**src/rtl/ecg_display_if.sv**
```systemverilog
// Bundles the scheduler's control strobes, statistic inputs and display outputs.
// Combinational bundle only; no storage and no latency of its own.
// No backpressure: strobes are single-cycle pulses, outputs are plain levels.
interface ecg_display_if;
  logic       displaying;
  logic       tick;
  logic       next;
  logic [7:0] stat0;
  logic [7:0] stat1;
  logic [7:0] stat2;
  logic [7:0] stat3;
  logic [7:0] stat4;
  logic [2:0] stat_sel;
  logic [6:0] seg_2;
  logic [6:0] seg_1;
  logic [6:0] seg_0;
  logic       busy;
  logic       valid;

  // Statistics source / board side drives the inputs and watches the display.
  modport master (
    output displaying, tick, next, stat0, stat1, stat2, stat3, stat4,
    input  stat_sel, seg_2, seg_1, seg_0, busy, valid
  );

  // Scheduler side.
  modport slave (
    input  displaying, tick, next, stat0, stat1, stat2, stat3, stat4,
    output stat_sel, seg_2, seg_1, seg_0, busy, valid
  );
endinterface

```
**src/rtl/ecg_display_scheduler.sv**
```systemverilog
// Rotates five 8-bit ECG statistics onto one 3-digit 7-segment display via a serial double-dabble.
// Latency: segments update on the 10th clock edge after LATCH is entered (1 latch + 8 shifts + 1 load).
// No backpressure: ticks are dropped while busy, a manual next is remembered and applied in HOLD.
// Optional leading-zero blanking is compiled in with `define ECG_DISPLAY_LZB_EN.
module ecg_display_scheduler #(
  parameter int DWELL_TICKS = 4
) (
  input  logic               clk,
  input  logic               reset,
  ecg_display_if.slave       disp
);

  localparam int DW = (DWELL_TICKS > 1) ? $clog2(DWELL_TICKS) : 1;
  localparam logic [DW-1:0] DWELL_LAST = DW'(DWELL_TICKS - 1);

  typedef enum logic [2:0] {
    S_IDLE,
    S_LATCH,
    S_CONV,
    S_LOAD,
    S_HOLD
  } state_t;

  state_t         state_q, state_d;
  logic [2:0]     stat_sel_q, stat_sel_d;
  logic [19:0]    shift_q, shift_d;     // {hundreds, tens, ones, binary}
  logic [7:0]     cmp_q, cmp_d;         // value currently on display, for refresh detection
  logic [2:0]     iter_q, iter_d;
  logic [DW-1:0]  dwell_q, dwell_d;
  logic           pending_q, pending_d; // manual advance requested while busy
  logic           refresh_q, refresh_d; // current conversion is a same-statistic refresh
  logic [6:0]     seg_2_q, seg_2_d;
  logic [6:0]     seg_1_q, seg_1_d;
  logic [6:0]     seg_0_q, seg_0_d;
  logic           valid_q, valid_d;

  logic [7:0]     stat_cur;
  logic [2:0]     sel_adv;
  logic           advance;
  logic [3:0]     dig_h, dig_t, dig_o;
  logic [6:0]     new_seg_2, new_seg_1, new_seg_0;

  // Digit to segment pattern {a..g}; non-decimal nibbles stay dark.
  function automatic logic [6:0] seg7(input logic [3:0] d);
    logic [6:0] s;
    case (d)
      4'd0:    s = 7'b1111110;
      4'd1:    s = 7'b0110000;
      4'd2:    s = 7'b1101101;
      4'd3:    s = 7'b1111001;
      4'd4:    s = 7'b0110011;
      4'd5:    s = 7'b1011011;
      4'd6:    s = 7'b1011111;
      4'd7:    s = 7'b1110000;
      4'd8:    s = 7'b1111111;
      4'd9:    s = 7'b1111011;
      default: s = 7'b0000000;
    endcase
    return s;
  endfunction

  // One double-dabble iteration: correct BCD nibbles >= 5, then shift left.
  function automatic logic [19:0] dabble_step(input logic [19:0] s);
    logic [19:0] t;
    t = s;
    if (t[11:8]  >= 4'd5) t[11:8]  = t[11:8]  + 4'd3;
    if (t[15:12] >= 4'd5) t[15:12] = t[15:12] + 4'd3;
    if (t[19:16] >= 4'd5) t[19:16] = t[19:16] + 4'd3;
    return {t[18:0], 1'b0};
  endfunction

  // Select the statistic currently being shown.
  always_comb begin
    stat_cur = disp.stat0;
    case (stat_sel_q)
      3'd0:    stat_cur = disp.stat0;
      3'd1:    stat_cur = disp.stat1;
      3'd2:    stat_cur = disp.stat2;
      3'd3:    stat_cur = disp.stat3;
      3'd4:    stat_cur = disp.stat4;
      default: stat_cur = disp.stat0;
    endcase
  end

  assign sel_adv = (stat_sel_q == 3'd4) ? 3'd0 : stat_sel_q + 3'd1;

  // After the eighth shift the BCD digits sit in the upper twelve bits.
  assign dig_h = shift_q[19:16];
  assign dig_t = shift_q[15:12];
  assign dig_o = shift_q[11:8];

  // Segment patterns for the finished conversion, with optional blanking of leading zeros.
  always_comb begin
    new_seg_2 = seg7(dig_h);
    new_seg_1 = seg7(dig_t);
    new_seg_0 = seg7(dig_o);
`ifdef ECG_DISPLAY_LZB_EN
    if (dig_h == 4'd0) begin
      new_seg_2 = 7'b0000000;
      if (dig_t == 4'd0) new_seg_1 = 7'b0000000;
    end
`else
    new_seg_2 = seg7(dig_h);
`endif
  end

  // Next-state and datapath updates for the scheduler FSM.
  always_comb begin
    state_d    = state_q;
    stat_sel_d = stat_sel_q;
    shift_d    = shift_q;
    cmp_d      = cmp_q;
    iter_d     = iter_q;
    dwell_d    = dwell_q;
    pending_d  = pending_q;
    refresh_d  = refresh_q;
    seg_2_d    = seg_2_q;
    seg_1_d    = seg_1_q;
    seg_0_d    = seg_0_q;
    valid_d    = valid_q;
    advance    = 1'b0;

    case (state_q)
      S_IDLE: begin
        seg_2_d   = 7'b0000000;
        seg_1_d   = 7'b0000000;
        seg_0_d   = 7'b0000000;
        valid_d   = 1'b0;
        dwell_d   = '0;
        pending_d = 1'b0;
        refresh_d = 1'b0;
        if (disp.displaying) state_d = S_LATCH;
      end

      S_LATCH: begin
        shift_d = {12'd0, stat_cur};
        cmp_d   = stat_cur;
        iter_d  = 3'd0;
        if (disp.next) pending_d = 1'b1;
        state_d = S_CONV;
      end

      S_CONV: begin
        shift_d = dabble_step(shift_q);
        iter_d  = iter_q + 3'd1;
        if (disp.next) pending_d = 1'b1;
        if (iter_q == 3'd7) state_d = S_LOAD;
      end

      S_LOAD: begin
        seg_2_d = new_seg_2;
        seg_1_d = new_seg_1;
        seg_0_d = new_seg_0;
        valid_d = 1'b1;
        // A refresh keeps the dwell already accumulated for this statistic.
        if (!refresh_q) dwell_d = '0;
        refresh_d = 1'b0;
        if (disp.next) pending_d = 1'b1;
        state_d = S_HOLD;
      end

      S_HOLD: begin
        advance = (disp.tick && (dwell_q == DWELL_LAST)) || disp.next || pending_q;
        if (advance) begin
          stat_sel_d = sel_adv;
          pending_d  = 1'b0;
          refresh_d  = 1'b0;
          state_d    = S_LATCH;
        end else begin
          if (disp.tick) dwell_d = dwell_q + DW'(1);
          if (stat_cur != cmp_q) begin
            refresh_d = 1'b1;
            state_d   = S_LATCH;
          end
        end
      end

      default: state_d = S_IDLE;
    endcase

    // Dropping the enable abandons any conversion but remembers which statistic was shown.
    if (!disp.displaying) begin
      state_d   = S_IDLE;
      seg_2_d   = 7'b0000000;
      seg_1_d   = 7'b0000000;
      seg_0_d   = 7'b0000000;
      valid_d   = 1'b0;
      dwell_d   = '0;
      pending_d = 1'b0;
      refresh_d = 1'b0;
      iter_d    = 3'd0;
    end
  end

  // State and datapath registers; reset wins over every other input.
  always_ff @(posedge clk) begin
    if (reset) begin
      state_q    <= S_IDLE;
      stat_sel_q <= 3'd0;
      shift_q    <= 20'd0;
      cmp_q      <= 8'd0;
      iter_q     <= 3'd0;
      dwell_q    <= '0;
      pending_q  <= 1'b0;
      refresh_q  <= 1'b0;
      seg_2_q    <= 7'b0000000;
      seg_1_q    <= 7'b0000000;
      seg_0_q    <= 7'b0000000;
      valid_q    <= 1'b0;
    end else begin
      state_q    <= state_d;
      stat_sel_q <= stat_sel_d;
      shift_q    <= shift_d;
      cmp_q      <= cmp_d;
      iter_q     <= iter_d;
      dwell_q    <= dwell_d;
      pending_q  <= pending_d;
      refresh_q  <= refresh_d;
      seg_2_q    <= seg_2_d;
      seg_1_q    <= seg_1_d;
      seg_0_q    <= seg_0_d;
      valid_q    <= valid_d;
    end
  end

  assign disp.stat_sel = stat_sel_q;
  assign disp.seg_2    = seg_2_q;
  assign disp.seg_1    = seg_1_q;
  assign disp.seg_0    = seg_0_q;
  assign disp.valid    = valid_q;
  assign disp.busy     = (state_q == S_LATCH) || (state_q == S_CONV) || (state_q == S_LOAD);

endmodule
```
**src/flat_wrapper.sv**
```systemverilog
// flat-port wrapper written by rule: the top's interface ports become plain ports
module ecg_display_scheduler_flat 
#(
  parameter int DWELL_TICKS = 4
)
  (clk, reset, disp_displaying, disp_tick, disp_next, disp_stat0, disp_stat1, disp_stat2, disp_stat3, disp_stat4, disp_stat_sel, disp_seg_2, disp_seg_1, disp_seg_0, disp_busy, disp_valid);
  ecg_display_if disp_i ();
  input  logic clk;
  input  logic reset;
  input wire logic [$bits(disp_i.displaying)-1:0] disp_displaying;
  input wire logic [$bits(disp_i.tick)-1:0] disp_tick;
  input wire logic [$bits(disp_i.next)-1:0] disp_next;
  input wire logic [$bits(disp_i.stat0)-1:0] disp_stat0;
  input wire logic [$bits(disp_i.stat1)-1:0] disp_stat1;
  input wire logic [$bits(disp_i.stat2)-1:0] disp_stat2;
  input wire logic [$bits(disp_i.stat3)-1:0] disp_stat3;
  input wire logic [$bits(disp_i.stat4)-1:0] disp_stat4;
  output wire logic [$bits(disp_i.stat_sel)-1:0] disp_stat_sel;
  output wire logic [$bits(disp_i.seg_2)-1:0] disp_seg_2;
  output wire logic [$bits(disp_i.seg_1)-1:0] disp_seg_1;
  output wire logic [$bits(disp_i.seg_0)-1:0] disp_seg_0;
  output wire logic [$bits(disp_i.busy)-1:0] disp_busy;
  output wire logic [$bits(disp_i.valid)-1:0] disp_valid;
  assign disp_i.displaying = disp_displaying;
  assign disp_i.tick = disp_tick;
  assign disp_i.next = disp_next;
  assign disp_i.stat0 = disp_stat0;
  assign disp_i.stat1 = disp_stat1;
  assign disp_i.stat2 = disp_stat2;
  assign disp_i.stat3 = disp_stat3;
  assign disp_i.stat4 = disp_stat4;
  assign disp_stat_sel = disp_i.stat_sel;
  assign disp_seg_2 = disp_i.seg_2;
  assign disp_seg_1 = disp_i.seg_1;
  assign disp_seg_0 = disp_i.seg_0;
  assign disp_busy = disp_i.busy;
  assign disp_valid = disp_i.valid;
  ecg_display_scheduler #(.DWELL_TICKS(DWELL_TICKS)) u_core (.clk(clk), .reset(reset), .disp(disp_i));
endmodule
```
**config.mk**
```make
export PLATFORM = sky130hd
export DESIGN_NAME = ecg_display_scheduler_flat
export DESIGN_NICKNAME = d
export VERILOG_FILES = /design/src/rtl/ecg_display_if.sv /design/src/rtl/ecg_display_scheduler.sv /design/src/flat_wrapper.sv
export SDC_FILE = /design/constraint.sdc
export NUM_CORES = 1
export LEC_CHECK = 0
export CORE_MARGIN = 2
export CORE_UTILIZATION = 58
export CTS_CLUSTER_DIAMETER = 150
export DETAILED_ROUTE_END_ITERATION = 16
export PLACE_DENSITY = 0.95
export SYNTH_ARGS = -nofsm -noshare
export SYNTH_HDL_FRONTEND = slang
export SYNTH_SLANG_ARGS = --single-unit
```
**constraint.sdc**
```tcl
create_clock -name clk -period 5.35 [get_ports clk]
set_clock_uncertainty 0.2 [all_clocks]
set_input_delay 1.3375 -clock clk [delete_from_list [all_inputs] [get_ports clk]]
set_output_delay 1.3375 -clock clk [all_outputs]
set_load 0.01 [all_outputs]
```
==> results_dict.tcl, run 1 <==
set metrics [dict create \
    cts_resized 0 \
    synth_area_mm2 0.00439 \
    dieArea_mm2 0.00828 \
    via_per_inst 6.08 \
    max_freq_mhz 301 \
    status "completed" \
    grt_pass1_vias 3758 \
    mostFrequentLayoutCell "dfxtp_1" \
    hold_class "register to register" \
    numCtsBuffers 9 \
    path_clk_slew_ns 0.07 \
    io_buffers 70 \
    grt-ovfl-total 0 \
    place.gp.congestion 0.875 \
    die_h_um 91.0 \
    mostFrequentLayoutCells "dfxtp_1, clkdlybuf4s50_1, nor2_1" \
    arrival_ns 1.78 \
    cts_tree "yes" \
    worstSetupEndpointType "primary output" \
    clock-sinks 84 \
    ys_seq_elements 84 \
    grt_pass1_wl_mm 17.1 \
    antenna_cells 0 \
    rsz0062_at_grt "false" \
    die_w_um 91.0 \
    path_common_cell "nor2_1" \
    clockBufferDepth 2 \
    num_io_pins 71 \
    detailroute.via_count 3873 \
    synth_top_family_by_area "compound AO/OA/AOI/OAI gates" \
    drive_gt1_share_pct 6.51 \
    fin_crit_sh_pct 62.0 \
    placed_cells 623 \
    yosysTopAreaCell "dfxtp_1" \
    p_total_w 0.00112 \
    firstDrtPassIters 5 \
    synthMuxAreaShare_pct 1.68 \
    initial_core_util_pct 60.2 \
    layout.nets 612 \
    startpoint_type "register" \
    grt_max_degree 33 \
    worstPathCellList "nor2_1 -> nor2_1 -> clkdlybuf4s50_1" \
    synth-simple-area-share_pct 15.2 \
    finalHoldViolCount 0 \
    antenna_left 0 \
    std_cell_rows 31 \
    grt_use_total_pct 25.2 \
    synth_cells 479 \
    cts_root_buffer "clkbuf_8" \
    yosysTopAreaCellShare_pct 38.3 \
    slowest_delay_ns 0.56 \
    dp_hpwl_mm 7.53 \
    maxCapViolCount 0 \
    ir_drop_mv 0.137 \
    synth_nets 556 \
    synthTopCellsByArea "dfxtp_1, ha_1, a22oi_1, nor2_1, a21oi_1" \
    post_drt_wl_per_cell_um 16.2 \
    core_area_mm2 0.00729 \
    synth_compound_gate_area_share_pct 25.6 \
    area_growth_pct 18.9 \
    cts_max_level 3 \
    async_reset_ff_share_pct 0 \
    fin_crit_ns 3.32 \
    first_iter_violations 278 \
    synth_edf_count 0 \
    drc_errors 0 \
    yosys_warnings 0 \
    finalSetupViolations 0 \
    fin_setup_tns_ns 0 \
    cp_slowest_cell "dfxtp_1" \
    insertion_delay_ns 0.35 \
    drv_slew 0 \
    max-slew-margin-rel_pct 18.7 \
    synth_cell_types 61 \
    tightest_slew_ns 1.22 \
    path_class "register to primary output" \
    synthAdderAreaFrac_pct 9.12 \
    critPathRequiredTime_ns 3.81 \
    grt_antenna_before_repair 0 \
    leakage_nw 1.96 \
    cts_setup_buffers 0 \
    routed_wl_mm 10.3 \
    hold_buffers 0 \
    synth_seq_area_share_pct 38.3 \
    syn_area_per_cell_um2 9.16 \
    synth_ff_type "dfxtp_1" \
    cp_max_fo 10 \
    synth-xor-area-share_pct 3.96 \
    power_density_mw_per_mm2 214 \
    finalNonFillerCells 637 \
]
[logic make-up (layout without fill, tap and decap cells)]
kind of cell	after synthesis	count (layout)
buf+inv	53	112
fa+ha+maj	32	32
xor+xnor	19	19
mux	7	7
compound gates	153	153
flops	84	84
simple gates	131	131
[worst paths after layout]
kind / start / end / slack, ns / cells past startpoint
worst max-delay path: u_core.state_q[0] / disp_busy / 2.03 / 3
worst min-delay path: u_core.dwell_q[1] / u_core.dwell_q[1] / 0.27 / 2
worst max register to register: u_core.disp.stat_sel[2] / u_core.state_q[2] / 2.23 / 8
worst min register to register: u_core.dwell_q[1] / u_core.dwell_q[1] / 0.27 / 2
[synth_stat cells (2+ instances only)]
cell type and number:
a211oi_1 10, nand2_1 22, nor2_1 64, xor2_1 7, o311ai_1 9, o21ai_0 6, or2_1 3, a32oi_1 9
dfxtp_1 84, a32o_1 3, nand3b_1 4, o21bai_2 3, nand3_1 7, o211ai_1 5, and3_1 3, and4_1 3
mux2_1 3, buf_2 4, inv_1 21, mux2i_1 4, a211o_1 3, a311oi_1 3, ha_1 32, buf_6 4
a22o_1 4, a311o_1 3, and2_1 2, nor4_1 2, nand2b_1 6, nor3b_2 2, a22oi_1 38, o21ai_1 7
nor3_1 3, xnor2_1 11, a21oi_1 31, inv_2 4, clkbuf_1 15, o22ai_1 2, o31ai_1 3, and2_4 2
a21o_1 8
[per-layer routing]
| metal | vias to the layer above | part of all wire, % | GRT usage [%] |
|---|---|---|---|
| met2 | 112 | 51 | 43.8 |
| met1 | 1885 | 41 | 29.3 |
| met5 | - | 0 | 0 |
| li1 | 1848 | - | - |
| met4 | 0 | 2.0 | 9.72 |
| met3 | 28 | 5.3 | 6.97 |
[cell type report]
cell class / instances / area, µm²
tap: 99 / 124
inverter: 25 / 93.8
clock inverter: 2 / 12.5
timing repair buffer: 73 / 723
fill: 527 / 2070
multi-input combinational: 342 / 2440
sequential: 84 / 1680
clock buffer: 12 / 145
[per-stage QoR]
stage               worst slack [ns]  cell area [µm²]  util [%]  hold WS (ns)
floorplan                       2.41             4390         -         0.233
global placement                1.83             5060      69.4         0.245
detailed placement              1.79             5060      69.4         0.262
CTS                             2.02             5220      71.6         0.273
global route                    1.95             5220      71.6         0.298
finish                          2.03             5220      71.6         0.274
[state kept, by name (all words and copies together) (netlist names)]
name,count
u_core.disp.seg_1,7
u_core.refresh_q,1
u_core.new_seg_2,7
u_core.state_q,3
u_core.cmp_q,8
u_core.disp.stat_sel,3
u_core.disp.valid,1
u_core.dwell_q,2
u_core.disp.seg_0,7
u_core.iter_q,3
u_core.new_seg_1,7
u_core.shift_q,20
u_core.new_seg_0,7
u_core.pending_q,1
u_core.disp.seg_2,7
[critical path: cells and delay by family, from the launching register on]
kind | cells | cell delay [ns]
buffers and inverters | 1 | 0.56
DFF | 1 | 0.56
and+or+nand+nor | 2 | 0.32
[power by group]
| part | total (W) | internal, W | switching, W |
|---|---|---|---|
| clock | 0.000378 | 0.000176 | 0.000203 |
| sequential | 0.000641 | 0.000632 | 0.00000839 |
| combinational | 0.0000959 | 0.0000499 | 0.0000461 |
| total | 0.00112 | 0.000858 | 0.000257 |
(Power assumes the default switching activity.)
==> inputs of run 2 (changes only) <==
- CORE_UTILIZATION: 58 -> 54
- PLACE_DENSITY: 0.95 -> 0.9
- clock period: 5.35 -> 3.2 ns (I/O delays scaled with it)
==> results_dict.tcl, run 2 (same netlist as run 1, synthesis figures left out) <==
set metrics [dict create \
    dieArea_mm2 0.00886 \
    stdcell_area_mm2 0.00531 \
    comb_power_share_pct 8.0 \
    area_growth_pct 21.1 \
    status "completed" \
    power_switching_share_pct 22.1 \
    hold_class "register to register" \
    finalHoldViolCount 0 \
    die_h_um 94.1 \
    startpoint_type "register" \
    mostFrequentLayoutCell "dfxtp_1" \
    drv_slew 0 \
    clock-sinks 84 \
    leakage_nw 2.01 \
    fin_crit_sh_pct 89.0 \
    clockBufferDepth 2 \
    cts_root_buffer "clkbuf_8" \
    first_iter_violations 270 \
    clockPowerShare_pct 39.9 \
    path_clk_slew_ns 0.08 \
    max_freq_mhz 351 \
    grt_antenna_before_repair 0 \
    routed_wl_mm 10.2 \
    tightest_slew_ns 0.780 \
    drive_gt1_share_pct 7.54 \
    p_int_w 0.00160 \
    grt-ovfl-total 0 \
    rsz0062_at_grt "false" \
    maxCapViolCount 0 \
    firstDrtPassIters 7 \
    cts_resized 0 \
    via_per_inst 6.06 \
    worstSetupEndpointType "register" \
    insertion_delay_ns 0.36 \
    fin_setup_tns_ns 0 \
    dp_hpwl_mm 7.31 \
    num_io_pins 71 \
    largest_reg_flops 20 \
    grt_max_degree 33 \
    cp_max_fo 21 \
    arrival_ns 2.92 \
    cts_tree "yes" \
    post_drt_wl_per_cell_um 15.8 \
    initial_core_util_pct 56.2 \
    grt_pass1_vias 3834 \
    antenna_left 0 \
    cts_max_level 3 \
    numCtsBuffers 9 \
    core_area_mm2 0.00781 \
    place.gp.congestion 0.834 \
    critPathRequiredTime_ns 3.27 \
    grt_pass1_wl_mm 17.2 \
    std_cell_rows 32 \
    dp_slack_ns 0.159 \
    fin_crit_ns 2.85 \
    path_class "register to register" \
    finalSetupViolations 0 \
    hold_buffers 0 \
    regMostFlops "u_core.shift_q" \
    max-slew-margin-rel_pct 47.9 \
    layout.nets 616 \
    mostFrequentLayoutCells "dfxtp_1, clkdlybuf4s50_1, nor2_1" \
    drc_errors 0 \
    io_buffers 70 \
    switchingPower_w 0.000454 \
    die_w_um 94.1 \
    grt_use_total_pct 24.2 \
    p_seq_share_pct 52.1 \
    ir_drop_mv 0.277 \
    fin_ws_ns 0.351 \
    reg.largest.list "u_core.shift_q: 20 flops, u_core.cmp_q: 8 flops" \
    detailroute.via_count 3912 \
    cts_setup_buffers 0 \
    antenna_cells 0 \
    dpl-instance-area_mm2 0.00509 \
    power_density_mw_per_mm2 387 \
]
run 2: cell count changes in the layout (fill, tap and decap cells not counted):
| cell | before | now |
|---|---|---|
| buf_4 | 3 | 7 |
| bufinv_16 | 0 | 2 |
run 2: layer usage:
metal / track usage [%] / part of all wire [%] / up-vias
met3: 5.46 / 4.8 / 36
met1: 29.4 / 41 / 1889
met5: 0 / 0 / -
met4: 8.57 / 2.8 / 0
met2: 41.8 / 51 / 128
li1: - / - / 1859
run 2: per-stage QoR:
| step | hold WS, ns | utilization, % | total power [W] | instances |
|---|---|---|---|---|
| finish | 0.261 | 68.0 | 0.00206 | 646 |
| global route | 0.281 | 68.0 | 0.00213 | 646 |
| global placement | 0.243 | 65.3 | 0.00125 | 630 |
| detailed placement | 0.253 | 65.3 | 0.00126 | 630 |
| CTS | 0.264 | 68.0 | 0.00206 | 646 |
| floorplan | 0.233 | - | 0.00117 | 479 |
run 2: final timing paths:
path | start | endpoint | slack, ns | cells past startpoint
worst max-delay path | u_core.state_q[0] | u_core.new_seg_2[0] | 0.35 | 9
worst max register to register | u_core.state_q[0] | u_core.new_seg_2[0] | 0.35 | 9
worst min register to register | u_core.dwell_q[1] | u_core.dwell_q[1] | 0.26 | 2
worst min-delay path | u_core.dwell_q[1] | u_core.dwell_q[1] | 0.26 | 2
run 2: final cells by class:
cell class | instances | area (µm²)
Clock buffer | 12 | 145
Clock inverter | 4 | 72.6
Fill cell | 583 | 2490
Inverter | 25 | 93.8
Multi-Input combinational cell | 342 | 2440
Sequential cell | 84 | 1680
Tap cell | 102 | 128
Timing Repair Buffer | 77 | 753
run 2: power by group through the flow:
stage | Clock (W) | Combinational [W] | Sequential [W]
floorplan | 0 | 0.0000839 | 0.00109
global placement | 0 | 0.000155 | 0.00109
detailed placement | 0 | 0.000160 | 0.00110
CTS | 0.000832 | 0.000162 | 0.00107
global route | 0.000883 | 0.000176 | 0.00107
finish | 0.000821 | 0.000164 | 0.00107
run 2: critical path: stages (launching register included):
cell and delay, ns:
dfxtp_1 0.58, nor3b_2 0.25, buf_4 0.19, nor2_1 0.05, buf_4 0.21, a22oi_1 0.38, nor2_1 0.16, ha_1 0.24
mux2_1 0.29, o31ai_1 0.21
